===== src/rtl/fwd_src_pipe.sv =====
// Producer side of the forwarding interface: tracks rd, result class and result data of the
// instructions in EX, MEM and WB, and owns the load handshake that freezes EX/MEM.
module fwd_src_pipe #(
  parameter int unsigned XLEN = 32,
  parameter int unsigned REGW = 5
) (
  input  logic            clk_i,
  input  logic            rst_i,
  input  logic            id_valid_i,
  input  logic [REGW-1:0] id_rd_i,
  input  logic            id_wen_i,
  input  logic            id_is_load_i,
  input  logic [XLEN-1:0] ex_result_i,
  input  logic            mem_ack_i,
  input  logic [XLEN-1:0] mem_rdata_i,
  input  logic            stall_i,
  input  logic            flush_i,
  output logic [REGW-1:0] ex_rd_o,
  output logic [1:0]      ex_inst_o,
  output logic [XLEN-1:0] ex_dat_o,
  output logic [REGW-1:0] mem_rd_o,
  output logic [1:0]      mem_inst_o,
  output logic [XLEN-1:0] mem_dat_o,
  output logic            mem_ack_o,
  output logic            mem_req_o,
  output logic            mem_busy_o,
  output logic [REGW-1:0] wb_rd_o,
  output logic [XLEN-1:0] wb_dat_o,
  output logic            wb_we_o
);

  localparam logic [1:0] ClsNone = 2'b00;
  localparam logic [1:0] ClsAlu  = 2'b01;
  localparam logic [1:0] ClsLoad = 2'b10;

  typedef enum logic [0:0] {StIdle, StWait} load_st_e;

  load_st_e        load_st_q, load_st_d;
  logic [REGW-1:0] ex_rd_q, ex_rd_d;
  logic [1:0]      ex_inst_q, ex_inst_d;
  logic [REGW-1:0] mem_rd_q, mem_rd_d;
  logic [1:0]      mem_inst_q, mem_inst_d;
  logic [XLEN-1:0] mem_alu_q, mem_alu_d;
  logic [REGW-1:0] wb_rd_q, wb_rd_d;
  logic [XLEN-1:0] wb_dat_q, wb_dat_d;

  logic            id_track;
  logic [REGW-1:0] entry_rd;
  logic [1:0]      entry_inst;
  logic            hold;

  // Instructions that do not write, or write x0, never become forwarding sources.
  assign id_track   = id_valid_i & id_wen_i & (id_rd_i != '0);
  assign entry_rd   = id_track ? id_rd_i : '0;
  assign entry_inst = !id_track ? ClsNone : (id_is_load_i ? ClsLoad : ClsAlu);

  assign hold       = (load_st_q == StWait) & ~mem_ack_i;
  assign mem_req_o  = (load_st_q == StWait);
  assign mem_busy_o = hold;
  assign mem_ack_o  = mem_ack_i & (load_st_q == StWait);

  assign ex_rd_o    = ex_rd_q;
  assign ex_inst_o  = ex_inst_q;
  assign ex_dat_o   = (ex_inst_q == ClsAlu) ? ex_result_i : '0;

  assign mem_rd_o   = mem_rd_q;
  assign mem_inst_o = mem_inst_q;
  assign mem_dat_o  = (mem_inst_q == ClsLoad) ? mem_rdata_i : mem_alu_q;

  assign wb_rd_o    = wb_rd_q;
  assign wb_dat_o   = wb_dat_q;
  assign wb_we_o    = (wb_rd_q != '0);

  // Load handshake: WAIT exactly while a load sits in MEM.
  always_comb begin
    load_st_d = load_st_q;
    unique case (load_st_q)
      StIdle: begin
        if (ex_inst_q == ClsLoad) load_st_d = StWait;
      end
      StWait: begin
        if (mem_ack_i) load_st_d = (ex_inst_q == ClsLoad) ? StWait : StIdle;
      end
      default: load_st_d = StIdle;
    endcase
  end

  always_comb begin
    ex_rd_d    = ex_rd_q;
    ex_inst_d  = ex_inst_q;
    mem_rd_d   = mem_rd_q;
    mem_inst_d = mem_inst_q;
    mem_alu_d  = mem_alu_q;
    wb_rd_d    = '0;
    wb_dat_d   = '0;
    if (!hold) begin
      wb_rd_d    = mem_rd_q;
      wb_dat_d   = mem_dat_o;
      mem_rd_d   = ex_rd_q;
      mem_inst_d = ex_inst_q;
      mem_alu_d  = ex_dat_o;
      if (flush_i || stall_i) begin
        ex_rd_d   = '0;
        ex_inst_d = ClsNone;
      end else begin
        ex_rd_d   = entry_rd;
        ex_inst_d = entry_inst;
      end
    end
  end

  always_ff @(posedge clk_i or posedge rst_i) begin
    if (rst_i) begin
      load_st_q  <= StIdle;
      ex_rd_q    <= '0;
      ex_inst_q  <= ClsNone;
      mem_rd_q   <= '0;
      mem_inst_q <= ClsNone;
      mem_alu_q  <= '0;
      wb_rd_q    <= '0;
      wb_dat_q   <= '0;
    end else begin
      load_st_q  <= load_st_d;
      ex_rd_q    <= ex_rd_d;
      ex_inst_q  <= ex_inst_d;
      mem_rd_q   <= mem_rd_d;
      mem_inst_q <= mem_inst_d;
      mem_alu_q  <= mem_alu_d;
      wb_rd_q    <= wb_rd_d;
      wb_dat_q   <= wb_dat_d;
    end
  end

endmodule

===== config.mk =====
export PLATFORM = sky130hd
export DESIGN_NAME = fwd_src_pipe
export DESIGN_NICKNAME = d
export VERILOG_FILES = /design/src/rtl/fwd_src_pipe.sv
export SDC_FILE = /design/constraint.sdc
export NUM_CORES = 1
export LEC_CHECK = 0
export ABC_CLOCK_PERIOD_IN_PS = 5500
export CORE_AREA = 5 5 89 91
export CTS_CLUSTER_DIAMETER = 60
export DETAILED_ROUTE_END_ITERATION = 8
export DIE_AREA = 0 0 94 96
export DONT_BUFFER_PORTS = 1
export PLACE_DENSITY = 0.79
export SYNTH_ARGS = -nofsm -noshare
export SYNTH_HDL_FRONTEND = slang
export SYNTH_SLANG_ARGS = --single-unit
export TNS_END_PERCENT = 10

===== constraint.sdc =====
create_clock -name clk_i -period 5.5 [get_ports clk_i]
set_input_delay 0.55 -clock clk_i [delete_from_list [all_inputs] [get_ports clk_i]]
set_output_delay 0.55 -clock clk_i [all_outputs]
set_load 0.005 [all_outputs]

==> flow_summary.ini <==
[power_and_ir_drop]
power.internal_uw = 882.7
p_per_area_mw_per_mm2 = 282.7
ir_drop_mv = 0.1854
combPwrFrac_pct = 4.3
power_leakage_nw = 1.999
power.switching_uw = 252.2
p_seq_share_pct = 55.9
sw_frac_of_total_pct = 22.22
p_clk_share_pct = 39.8

[clocking]
clockBufferDepth = 2
cts_setup_buffers = 0
ctsHoldBuffers = 0
clock_latency_ps = 330
htreeDepth = 3
clk_pin_slew_ps = 80
root_buffer = clkbuf_8
clock-sinks = 84
cts_tree = yes
cts_resized = 0
cts_buffers = 9

[sta]
period_share_pct = 50.98
hold_viol = 0
setup_tns_ps = 0
final_max_slew_viol_count = 0
rsz0062_at_grt = no
setup_violations = 0
min_period_ps = 2804
relSlewSlack_pct = 30.35
skew_ps = 13.18
tightest_slew_ps = 1043
fmax_ghz = 0.3566

[setup_path]
worstPathBufferInverterCount = 1
path_delay_family = simple AND/OR/NAND/NOR gates
cp_max_fo = 50
rr_startpoint = mem_req_o
worst_ep_arrival_time_ps = 2250
cp-start-kind = flop
cp_slowest_cell = nor2b_4
required_ps = 4950
path_cells = nor2b_4 > buf_4
worst-path-stages = 2
cpPeakStageDelay_ps = 860
worstSetupStartpoint = mem_req_o
worstRegToRegCells = 4
crit_type = reg -> out
end_kind = output port

[synthesis]
muxShareOfSynthArea_pct = 23.72
synthesis.nets = 342
synth.area.top_cells = dfrtp_1 55%, mux2_2 12%, mux2_4 12%
ys_ff_latch = 84
synth_compound_area_share_pct = 2.009
synth-async-reset-ratio_pct = 100.0
synth_most_common_cell = dfrtp_1
synth_area_mm2 = 0.003799
synth_top_cells_by_count = 84 x dfrtp_1, 40 x mux2_2, 33 x and2_1, 33 x nor2b_1, 30 x mux2_4
postSynthCellCount = 265
synth_ff_type = dfrtp_1
yosysTopAreaCellShare_pct = 55.34
synth_edf_count = 0
synth_fa_ha_area_share_pct = 0
ys_types = 21
syn_avg_cell_area_um2 = 14.33
synth_top_family_by_area = multiplexers
yosysWarnings = 0
yosysSeqAreaShare_pct = 55.34
synth_area_leader_cell = dfrtp_1
yosys.area_share.simple_pct = 14.69
synthXorXnorAreaFrac_pct = 0

[place]
gp_congestion = 0.7692
place_area_mm2 = 0.003804
port_buffers = 0
hpwl_mm = 5.553

[finish]
postLayoutCoreUtil_pct = 56.88
fillCellCount = 561
regArea_mm2 = 0.002102
stdcell_area_mm2 = 0.004015
nNetsFinal = 339
drive_gt1_share_pct = 37.08
area_growth_pct = 5.698
antenna_cells = 0
multiInputGateArea_mm2 = 0.001543

[route]
drt_iter0_markers = 35
firstDrtPassIters = 4
wire_per_inst_um = 20.33
drc = 0
ant_nets = 0
num_vias = 1977
drt-total-wl_mm = 7.439
via_per_inst = 5.402

[grt]
grt_overflow_total = 0
grt_max_degree = 51
grt_pass1_vias = 2081
grt_pass1_wl_mm = 11.11
antenna_found_initial = 0
gr-usage-all-layers_pct = 16.11

[floorplan]
fp-row-count = 31
ios = 196
fp.dieW_um = 94
die_h_um = 96
coreArea_mm2 = 0.007059
initial_core_util_pct = 53.81
dieArea_mm2 = 0.009024

[worst_hold_path]
hold_class = in -> async

[status]
outcome = finished clean

[job]
drv_cap = 0
==> layout make-up <==
cell class              count  area share [%]
clock buffers              11           3.771
clock inverters             5           1.496
inverters                   3          0.3116
multi-input cells         161           38.42
flip-flops and latches     84           52.35
well taps                  99           3.085
repair buffers              3          0.5609
==> path summary, 6_finish.rpt <==
check | endpoint | slack (ps)
max in group asynchronous | wb_dat_o[7] | 4310
setup / recovery | mem_busy_o | 2700
hold reg to reg | mem_alu_q[24] | 510
min in group clk_i | ex_rd_o[4] | 340
hold / removal | wb_dat_o[25] | 180
setup reg to reg | ex_inst_o[0] | 3050
==> per-stage QoR <==
stage	power, mW	instances	setup slack, ps	hold slack (ps)
2_1_floorplan	0.6884	265	2785	475.3
3_3_place_gp	0.6959	350	2958	487.2
3_5_place_dp	0.6975	350	2901	495.2
4_1_cts	1.153	366	2644	190.3
5_1_grt	1.188	366	2494	222.4
6_report	1.135	366	2696	178.4
==> metal layers <==
layer  track usage, %  part of all wire, %  vias to the layer above  wire [um]
li1                 -                    -                      883          -
met1            19.45                   38                      986       2850
met2            26.67                   52                       98       3891
met3            5.238                  7.8                       10        577
met4            6.739                  1.6                        0        120
met5                0                    0                        -          0
==> cell usage in the layout (no fill, tap or decap) <==
cell,synthesis,final
nor4_4,1,1
dfrtp_1,84,84
a32o_1,2,2
nor2b_1,33,32
clkinv_2,0,2
a21o_1,1,1
inv_1,3,2
mux2_2,40,40
nor3_1,2,2
a22o_1,5,5
nor2_1,2,2
nor2b_4,6,7
o21ai_0,1,1
nand2_1,4,4
bufinv_16,0,1
clkinvlp_4,0,1
nor2b_2,1,1
buf_4,2,3
clkinv_4,0,2
clkbuf_8,0,11
and2_1,33,33
mux2_4,30,30
==> power by group through the flow <==
stage          combinational (mW)  clock [mW]  sequential (mW)
2_1_floorplan              0.0443           0            0.644
3_3_place_gp               0.0496           0            0.646
3_5_place_dp               0.0509           0            0.647
4_1_cts                    0.0508       0.468            0.634
5_1_grt                    0.0551       0.498            0.635
6_report                   0.0488       0.452            0.634
==> flip-flops by register name, summed over array words and instances, names as in the netlist <==
register / count
mem_rd_o: 5
mem_inst_o: 2
wb_dat_o: 32
ex_rd_o: 5
wb_rd_o: 5
mem_req_o: 1
mem_alu_q: 32
ex_inst_o: 2
==> cell families after synthesis <==
| group | Yosys count |
|---|---|
| AO/OA/AOI/OAI | 9 |
| AND/OR/NAND/NOR | 82 |
| buffers and inverters | 20 |
| multiplexers | 70 |
| flip-flops | 84 |
Power figures use the tool's default switching activity.
